--- config.mk ---
export PLATFORM = sky130hd
export DESIGN_NAME = sfr_target_regfile
export DESIGN_NICKNAME = d
export VERILOG_FILES = /design/src/rtl/sfr_target_regfile.sv
export SDC_FILE = /design/constraint.sdc
export NUM_CORES = 1
export LEC_CHECK = 0
export ABC_AREA = 1
export BUFFER_PORTS_ARGS = -buffer_cell sky130_fd_sc_hd__buf_2
export CAP_MARGIN = 20
export CORE_AREA = 2 2 110 112
export CTS_CLUSTER_SIZE = 28
export DETAILED_ROUTE_END_ITERATION = 10
export DIE_AREA = 0 0 112 114
export PLACE_DENSITY = 0.84
export SETUP_SLACK_MARGIN = 0.5
export SLEW_MARGIN = 20
export SYNTH_ARGS = -nofsm -noshare
export SYNTH_HDL_FRONTEND = slang
export SYNTH_SLANG_ARGS = --single-unit
export TNS_END_PERCENT = 5
--- constraint.sdc ---
create_clock -name clk -period 6.4 [get_ports clk]
set_input_delay 0.32 -clock clk [delete_from_list [all_inputs] [get_ports clk]]
set_output_delay 0.32 -clock clk [all_outputs]
set_load 0.005 [all_outputs]
--- src/rtl/sfr_target_regfile.sv ---
// SFR bus register-file target: general-purpose RW registers plus an ID, write-lock,
// error/write counters and a maskable two-source interrupt. Reads are combinational.
module sfr_target_regfile #(
    parameter int unsigned ADDR_WIDTH = 8,
    parameter int unsigned DATA_WIDTH = 8,
    parameter int unsigned NUM_GP     = 16,
    parameter logic [7:0]  ID_VALUE   = 8'h5A,
    parameter logic [7:0]  LOCK_KEY   = 8'hA5
) (
    input  logic                  clk,
    input  logic                  reset,
    input  logic [ADDR_WIDTH-1:0] address,
    input  logic [DATA_WIDTH-1:0] write_data,
    input  logic                  we,
    input  logic                  re,
    output logic [DATA_WIDTH-1:0] read_data,
    output logic                  irq,
    output logic                  locked
);

    localparam int unsigned GP_IDX_W = (NUM_GP > 1) ? $clog2(NUM_GP) : 1;
    localparam int unsigned IRQ_W    = 2;

    localparam logic [ADDR_WIDTH-1:0] A_ID   = ADDR_WIDTH'(8'hF0);
    localparam logic [ADDR_WIDTH-1:0] A_LOCK = ADDR_WIDTH'(8'hF1);
    localparam logic [ADDR_WIDTH-1:0] A_ERR  = ADDR_WIDTH'(8'hF2);
    localparam logic [ADDR_WIDTH-1:0] A_WR   = ADDR_WIDTH'(8'hF3);
    localparam logic [ADDR_WIDTH-1:0] A_STAT = ADDR_WIDTH'(8'hF4);
    localparam logic [ADDR_WIDTH-1:0] A_MASK = ADDR_WIDTH'(8'hF5);

    logic [DATA_WIDTH-1:0] gp [NUM_GP];
    logic [DATA_WIDTH-1:0] lock_reg;
    logic [DATA_WIDTH-1:0] err_cnt;
    logic [DATA_WIDTH-1:0] wr_cnt;
    logic [IRQ_W-1:0]      irq_stat;
    logic [IRQ_W-1:0]      irq_mask;

    logic                  is_gp, is_id, is_lock, is_err, is_wr, is_stat, is_mask, mapped;
    logic                  wr_ok, err_evt, err_clr, wrap, gp_wr;
    logic [GP_IDX_W-1:0]   gp_idx;
    logic [DATA_WIDTH-1:0] lock_nxt, err_nxt, wr_nxt;
    logic [IRQ_W-1:0]      stat_nxt, mask_nxt;

    // Address decode and transfer classification
    always_comb begin
        is_gp   = address < ADDR_WIDTH'(NUM_GP);
        is_id   = address == A_ID;
        is_lock = address == A_LOCK;
        is_err  = address == A_ERR;
        is_wr   = address == A_WR;
        is_stat = address == A_STAT;
        is_mask = address == A_MASK;
        mapped  = is_gp | is_id | is_lock | is_err | is_wr | is_stat | is_mask;
        gp_idx  = address[GP_IDX_W-1:0];

        // A simultaneous write owns the cycle; read side effects only apply to pure reads
        wr_ok   = we & ((is_gp & ~locked) | is_lock | is_stat | is_mask);
        err_evt = (we & ~wr_ok) | (re & ~we & ~mapped);
        err_clr = re & ~we & is_err;
        wrap    = wr_ok & (wr_cnt == '1);
        gp_wr   = wr_ok & is_gp;
    end

    // Next values for the control/status block
    always_comb begin
        lock_nxt = (wr_ok & is_lock) ? write_data : lock_reg;
        mask_nxt = (wr_ok & is_mask) ? write_data[IRQ_W-1:0] : irq_mask;
        wr_nxt   = wr_ok ? (wr_cnt + DATA_WIDTH'(1)) : wr_cnt;

        err_nxt = err_clr ? '0 : err_cnt;
        if (err_evt && (err_nxt != '1)) begin
            err_nxt = err_nxt + DATA_WIDTH'(1);
        end

        // Hardware set is applied after W1C so it wins in a collision
        stat_nxt = irq_stat;
        if (wr_ok && is_stat) begin
            stat_nxt = irq_stat & ~write_data[IRQ_W-1:0];
        end
        stat_nxt = stat_nxt | {wrap, err_evt};
    end

    always_ff @(posedge clk) begin
        if (!reset) begin
            for (int i = 0; i < NUM_GP; i++) begin
                gp[i] <= '0;
            end
            lock_reg <= '0;
            err_cnt  <= '0;
            wr_cnt   <= '0;
            irq_stat <= '0;
            irq_mask <= '0;
            irq      <= 1'b0;
            locked   <= 1'b1;
        end else begin
            if (gp_wr) begin
                gp[gp_idx] <= write_data;
            end
            lock_reg <= lock_nxt;
            err_cnt  <= err_nxt;
            wr_cnt   <= wr_nxt;
            irq_stat <= stat_nxt;
            irq_mask <= mask_nxt;
            irq      <= |(stat_nxt & mask_nxt);
            locked   <= lock_nxt[7:0] != LOCK_KEY;
        end
    end

    // Read mux: zero when no read strobe or unmapped
    always_comb begin
        read_data = '0;
        if (re) begin
            if (is_gp) begin
                read_data = gp[gp_idx];
            end else if (is_id) begin
                read_data = DATA_WIDTH'(ID_VALUE);
            end else if (is_lock) begin
                read_data = lock_reg;
            end else if (is_err) begin
                read_data = err_cnt;
            end else if (is_wr) begin
                read_data = wr_cnt;
            end else if (is_stat) begin
                read_data = {{(DATA_WIDTH-IRQ_W){1'b0}}, irq_stat};
            end else if (is_mask) begin
                read_data = {{(DATA_WIDTH-IRQ_W){1'b0}}, irq_mask};
            end
        end
    end

endmodule

# Yosys cells after proc, flatten, opt, wreduce, memory -nomap -nowiden
# Memories as Yosys holds them, arrays and structs flattened.
# Index checks and enable logic that the tools add are counted.
[totals] regBits=30 mem_bits_rw=128 latch_bits=0 out_inout_bits=10 n_memories=1 rom_bits=0
[mem_list] name="gp" words=16 word_bits=8 read_ports=1 rd_clocked_by_memory_dff=0 wr=16 line_no="31" source="logic [DATA_WIDTH-1:0] gp [NUM_GP];"
[op_classes] n_shift=0 bitwise_logic=28 div=0 add_sub_neg=2 order_cmp=1 reduce_logical=4 mux=20 n_mul=0 eq_ne=9
[op_table] cell="8-bit two-way mux" count=10
[op_table] cell="8-bit equality test, second input constant" count=7
[op_table] cell="8-bit by 1-bit adder with 8-bit output, second input constant" count=2
[op_table] cell="8-bit inequality test, second input constant" count=2
[op_table] cell="1-bit bitwise AND" count=10
[op_table] cell="1-bit bitwise OR" count=10
[op_table] cell="8-bit by 5-bit less-than comparator with 1-bit output, second input constant" count=1
[op_table] cell="2-bit two-way mux" count=4
[op_table] cell="8-bit OR reduction" count=1
[op_table] cell="1-bit two-way mux" count=5
[op_table] cell="2-bit bitwise AND" count=2
[op_table] cell="4-bit two-way mux" count=1
[op_table] cell="1-bit NOT" count=4
[op_table] cell="1-bit logical AND" count=2
[op_table] cell="2-bit NOT" count=1
[op_table] cell="2-bit bitwise OR" count=1
[op_table] cell="2-bit OR reduction" count=1

# Depth between registers and ports, before layout
[logic_depth] word_depth=13 depth_mapped=16

# Least setup slack after synthesis
# No wires, ideal clock.
[synth_timing] path_kind="in2reg" from="input port address[1]" to="register err_cnt[0]" path_stages=16 slack_ns=4.093 setup_time_ns=0.114 t_arrival_ns=2.193 path_cell_list="buf_2 -> nand2_1 -> nor2_1 -> nand3_1 -> buf_2 -> nand2_1 -> inv_1 -> ha_1 -> nand2_1 -> nand3b_1 -> nor2_1 -> nand2_1 -> nand2_1 -> inv_2 -> nor2_1 -> nor2_1"
[synth_between] elab_chain_len=12 word_cells_on_any_way=29 classes_between="add/sub: 1; order compare: 1; eq/ne: 7; mux: 2; bitwise: 17; reduce/logical: 1"
[synth_rtl] element="start: declaration" line_no="12" source="input logic [ADDR_WIDTH-1:0] address,"
[synth_rtl] element="8-bit by 5-bit less-than comparator with 1-bit output or 8-bit equality test (tied branches)" line_no="46, 47"
[synth_rtl] element="1-bit bitwise OR (6 in a row)" line_no="53" source="mapped = is_gp | is_id | is_lock | is_err | is_wr | is_stat | is_mask;"
[synth_rtl] element="1-bit NOT" line_no="58" source="err_evt = (we & ~wr_ok) | (re & ~we & ~mapped);"
[synth_rtl] element="1-bit bitwise AND" line_no="58"
[synth_rtl] element="1-bit bitwise OR" line_no="58"
[synth_rtl] element="1-bit logical AND" line_no="71" source="if (err_evt && (err_nxt != '1)) begin"
[synth_rtl] element="8-bit two-way mux *" line_no="71"
[synth_rtl] element="end signal: assignment" line_no="100" source="err_cnt <= err_nxt;"
[synth_rtl] element="end: declaration" line_no="33" source="logic [DATA_WIDTH-1:0] err_cnt;"
# Mark *: on every way between the ends. The rest lies on a longest branch, timed or not.
# A chain may end at the register's enable or synchronous reset.

# Worst setup path in the final report
[layout_timing] from="input port address[0]" to="register err_cnt[7]"
# The elaborated chain is that of the path after synthesis.

==> metrics.md <==
| Metric | Value |
|---|---|
| Chip width | 112 um |
| Post-CTS resize count | 0 |
| Hold Startpoint | write_data[1] |
| Hold Vio Cnt, Final | 0 |
| Antenna cells | 0 |
| Via density | 6.54 |
| Adder-cell area share of the yosys netlist | 0.00338 |
| Critical path startpoint | address[0] |
| Final worst path period share | 0.480 |
| EDFF count, synth | 128 |
| Netlist area before placement | 7400 um2 |
| Most flops, register | gp |
| Mux share of post-synthesis cell area | 0 |
| WP data arrival | 3.39 ns |
| Nets | 783 |
| Worst EP required | 6.71 ns |
| CTS tree | done |
| Final WL | 19.4 mm |
| Pin count of the biggest net entering global routing | 35 |
| CTS max path bufs | 2 |
| Seq/Total Area, Yosys | 0.601 |
| Post-synthesis average cell area | 9.94 um2 |
| Total of max-cap violations | 0 |
| Setup Buffers After CTS | 0 |
| Worst vdd rail ir drop | 0.217 mV |
| Max FO, Critical Path | 34 |
| Ports | 30 |
| Setup TNS after final layout | 0 ns |
| Crit. End Element | flip-flop |
| Ordered list of cells on the worst path | buf_2 -> inv_2 -> nand2_2 -> nor2_1 -> nand3_1 -> nand2_1 -> inv_1 -> ha_1 -> nand2_1 -> nand3b_1 -> nor2_1 -> nand2_1 -> nand2_1 -> inv_2 -> nand2_1 -> a21oi_1 |
| Compound-gate portion of the synthesized area | 0.115 |
| Crit Path Class | input port to flip-flop |
| Max_slew headroom | 0.267 |
| R2R setup slack | 3.93 ns |
| Root buffer cell | clkbuf_16 |
| Worst r2r dst | gp[6][4] |
| Asr flop ratio synth | 0 |
| DR pass1 iterations | 7 |
| Fin crit period | 3.07 ns |
| Unique cell type count in the Yosys netlist | 35 |
| Cells on worst reg2reg path | 6 |
| Top-area cell type share of the netlist area | 0.520 |
| Largest register FFs | 128 |
| GRT Total Usage | 0.312 |
| Critical path's slowest cell | nand2_2 |
| Static Leakage | 3.26 nW |
| WP buf/inv | 4 |
| Reg-to-Reg Start | locked |
| Skew-Pair Late Insertion Delay | 0.44 ns |
| Most frequent cells in the layout | 173 x nor2_1, 128 x edfxtp_1, 105 x nand2_1, 64 x o22ai_1, 44 x o21ai_0 |
| Detailed placer's ending HPWL | 12.3 mm |
| Number of global-route vias before repair | 5603 |
| DRC | 0 |
| Crit path max-delay family | simple AND/OR/NAND/NOR gates |
| Number of cells on the critical path | 16 |
| Post-Syn Instances | 744 |
| Htree depth | 4 |
| Area Growth Syn to Fin | 10.9% |
| Share of cells above drive strength 1 | 0.124 |
| Outcome | finished clean |
| First-pass GRT wire length | 29.5 mm |
| Flops & latches, synth | 158 |
| Syn_nets | 766 |
| CP max stage delay | 0.54 ns |
| Final core occ | 0.700 |
| Synthesis Warnings | 0 |
| Commonest non-fill, non-tap cell in the layout | nor2_1 |
| Placeable Area | 11700 um2 |
| Final setup viols | 0 |
| Pins over their slew limit | 0 |
| Rows | 40 |
| Post-Route Skew | 0.00524 ns |
| Hold_buf cts | 0 |
| Most used cell, CP | nand2_1 |
| Global route overflow | 0 |
| Iteration-0 DRC Markers | 941 |
| Top cell type by total area after synthesis | edfxtp_1 |
| Synth Area in XOR/XNOR | 0.00355 |
| Worst-margin pin slew | 1.10 ns |
| Clock-pin slew of the registers on the worst-case setup and hold paths | 0.07 ns |
| End of the critical path | err_cnt[7] |
| Worst hold path type | input port to flip-flop |
| Power per Cell Area | 280 nW/um2 |
| Initial antenna violation count | 0 |
| Simple-Gate Fraction of Synth Area | 0.230 |
| Via count | 6024 |
| Clk sinks | 158 |
| Fmax | 325 MHz |
| Ranking of synthesized cells by area | edfxtp_1 52%, nor2_1 8.8%, dfxtp_1 8.1%, nand2_1 5.5%, o22ai_1 5.4% |
| Main combinational cell family by area after synthesis | simple AND/OR/NAND/NOR gates |
| Type of origin of the critical path | input port |
| RSZ-0062 raised after global routing | false |
| Num CTS Buffers | 17 |
| Wire per inst | 21.1 um |
| RD Place Congestion | 0.946 |
| Initial core utilization | 0.632 |
| PortBufs | 29 |
| DIE AREA | 12800 um2 |
| Vert. Die Dim | 114 um |
| Routed Antenna Nets | 0 |
| Synth Flop Type | edfxtp_1 |
[metal layers]
metal,up-vias,routed length (um),track usage
met3,81,2220,0.0866
met4,0,768,0.146
met1,2814,7050,0.397
met5,-,0,0
li1,2658,-,-
met2,471,9360,0.504
[area by class of cell]
cell class	instances	area, um2
well taps	147	184
clock inverters	15	164
fillers	836	3510
repair buffers	32	168
clock buffers	17	425
inverters	54	203
flip-flops and latches	158	4440
multi-input cells	498	2610
[worst reg2reg max path, delay by kind of cell (launching register included)]
family | cells | cell delay [ns]
simple gates | 4 | 0.85
compound gates | 1 | 0.51
buf+inv | 1 | 0.45
flops | 1 | 0.31
[Yosys cell counts, types with 6 or more instances]
library cell    n
nor2_1        173
edfxtp_1      128
nand2_1       108
o22ai_1        64
o21ai_0        44
inv_1          39
dfxtp_1        30
nand3_1        25
a21oi_1        22
clkbuf_1       22
nand4_4        16
nand4_1        14
clkinv_1        8
inv_2           7
o21ai_1         7
buf_1           6
[where the power goes]
group          switching [mW]  internal (mW)  total, mW
Combinational           0.115         0.0325      0.148
Sequential             0.0103           1.13       1.14
Clock                   0.429          0.579       1.01
Total                   0.554           1.74       2.30
[per-stage QoR]
stage	area, um2	setup slack [ns]	power [mW]	instances	hold slack [ns]
3_5_place_dp	7600	2.70	1.30	889	0.485
3_3_place_gp	7600	2.99	1.30	889	0.470
5_1_grt	8200	3.13	2.34	921	0.266
2_1_floorplan	7400	4.09	1.25	744	0.459
4_1_cts	8190	3.06	2.29	921	0.240
6_report	8200	3.33	2.30	921	0.237
[worst min-delay path by stage]
| stage | cells past startpoint | end |
|---|---|---|
| 2_1_floorplan | 2 | wr_cnt[7] |
| 3_3_place_gp | 2 | wr_cnt[7] |
| 3_5_place_dp | 2 | irq_stat[1] |
| 4_1_cts | 4 | irq_stat[1] |
| 5_1_grt | 4 | irq_stat[1] |
| 6_report | 4 | irq_stat[1] |
[cell families (layout without fill, tap and decap cells)]
family / count (synthesis) / count (layout)
fa+ha+maj: 2 / 2
simple gates: 347 / 347
xor+xnor: 3 / 3
compound gates: 146 / 146
buf+inv: 88 / 118
flops: 158 / 158
Power figures use the tool's default switching activity.
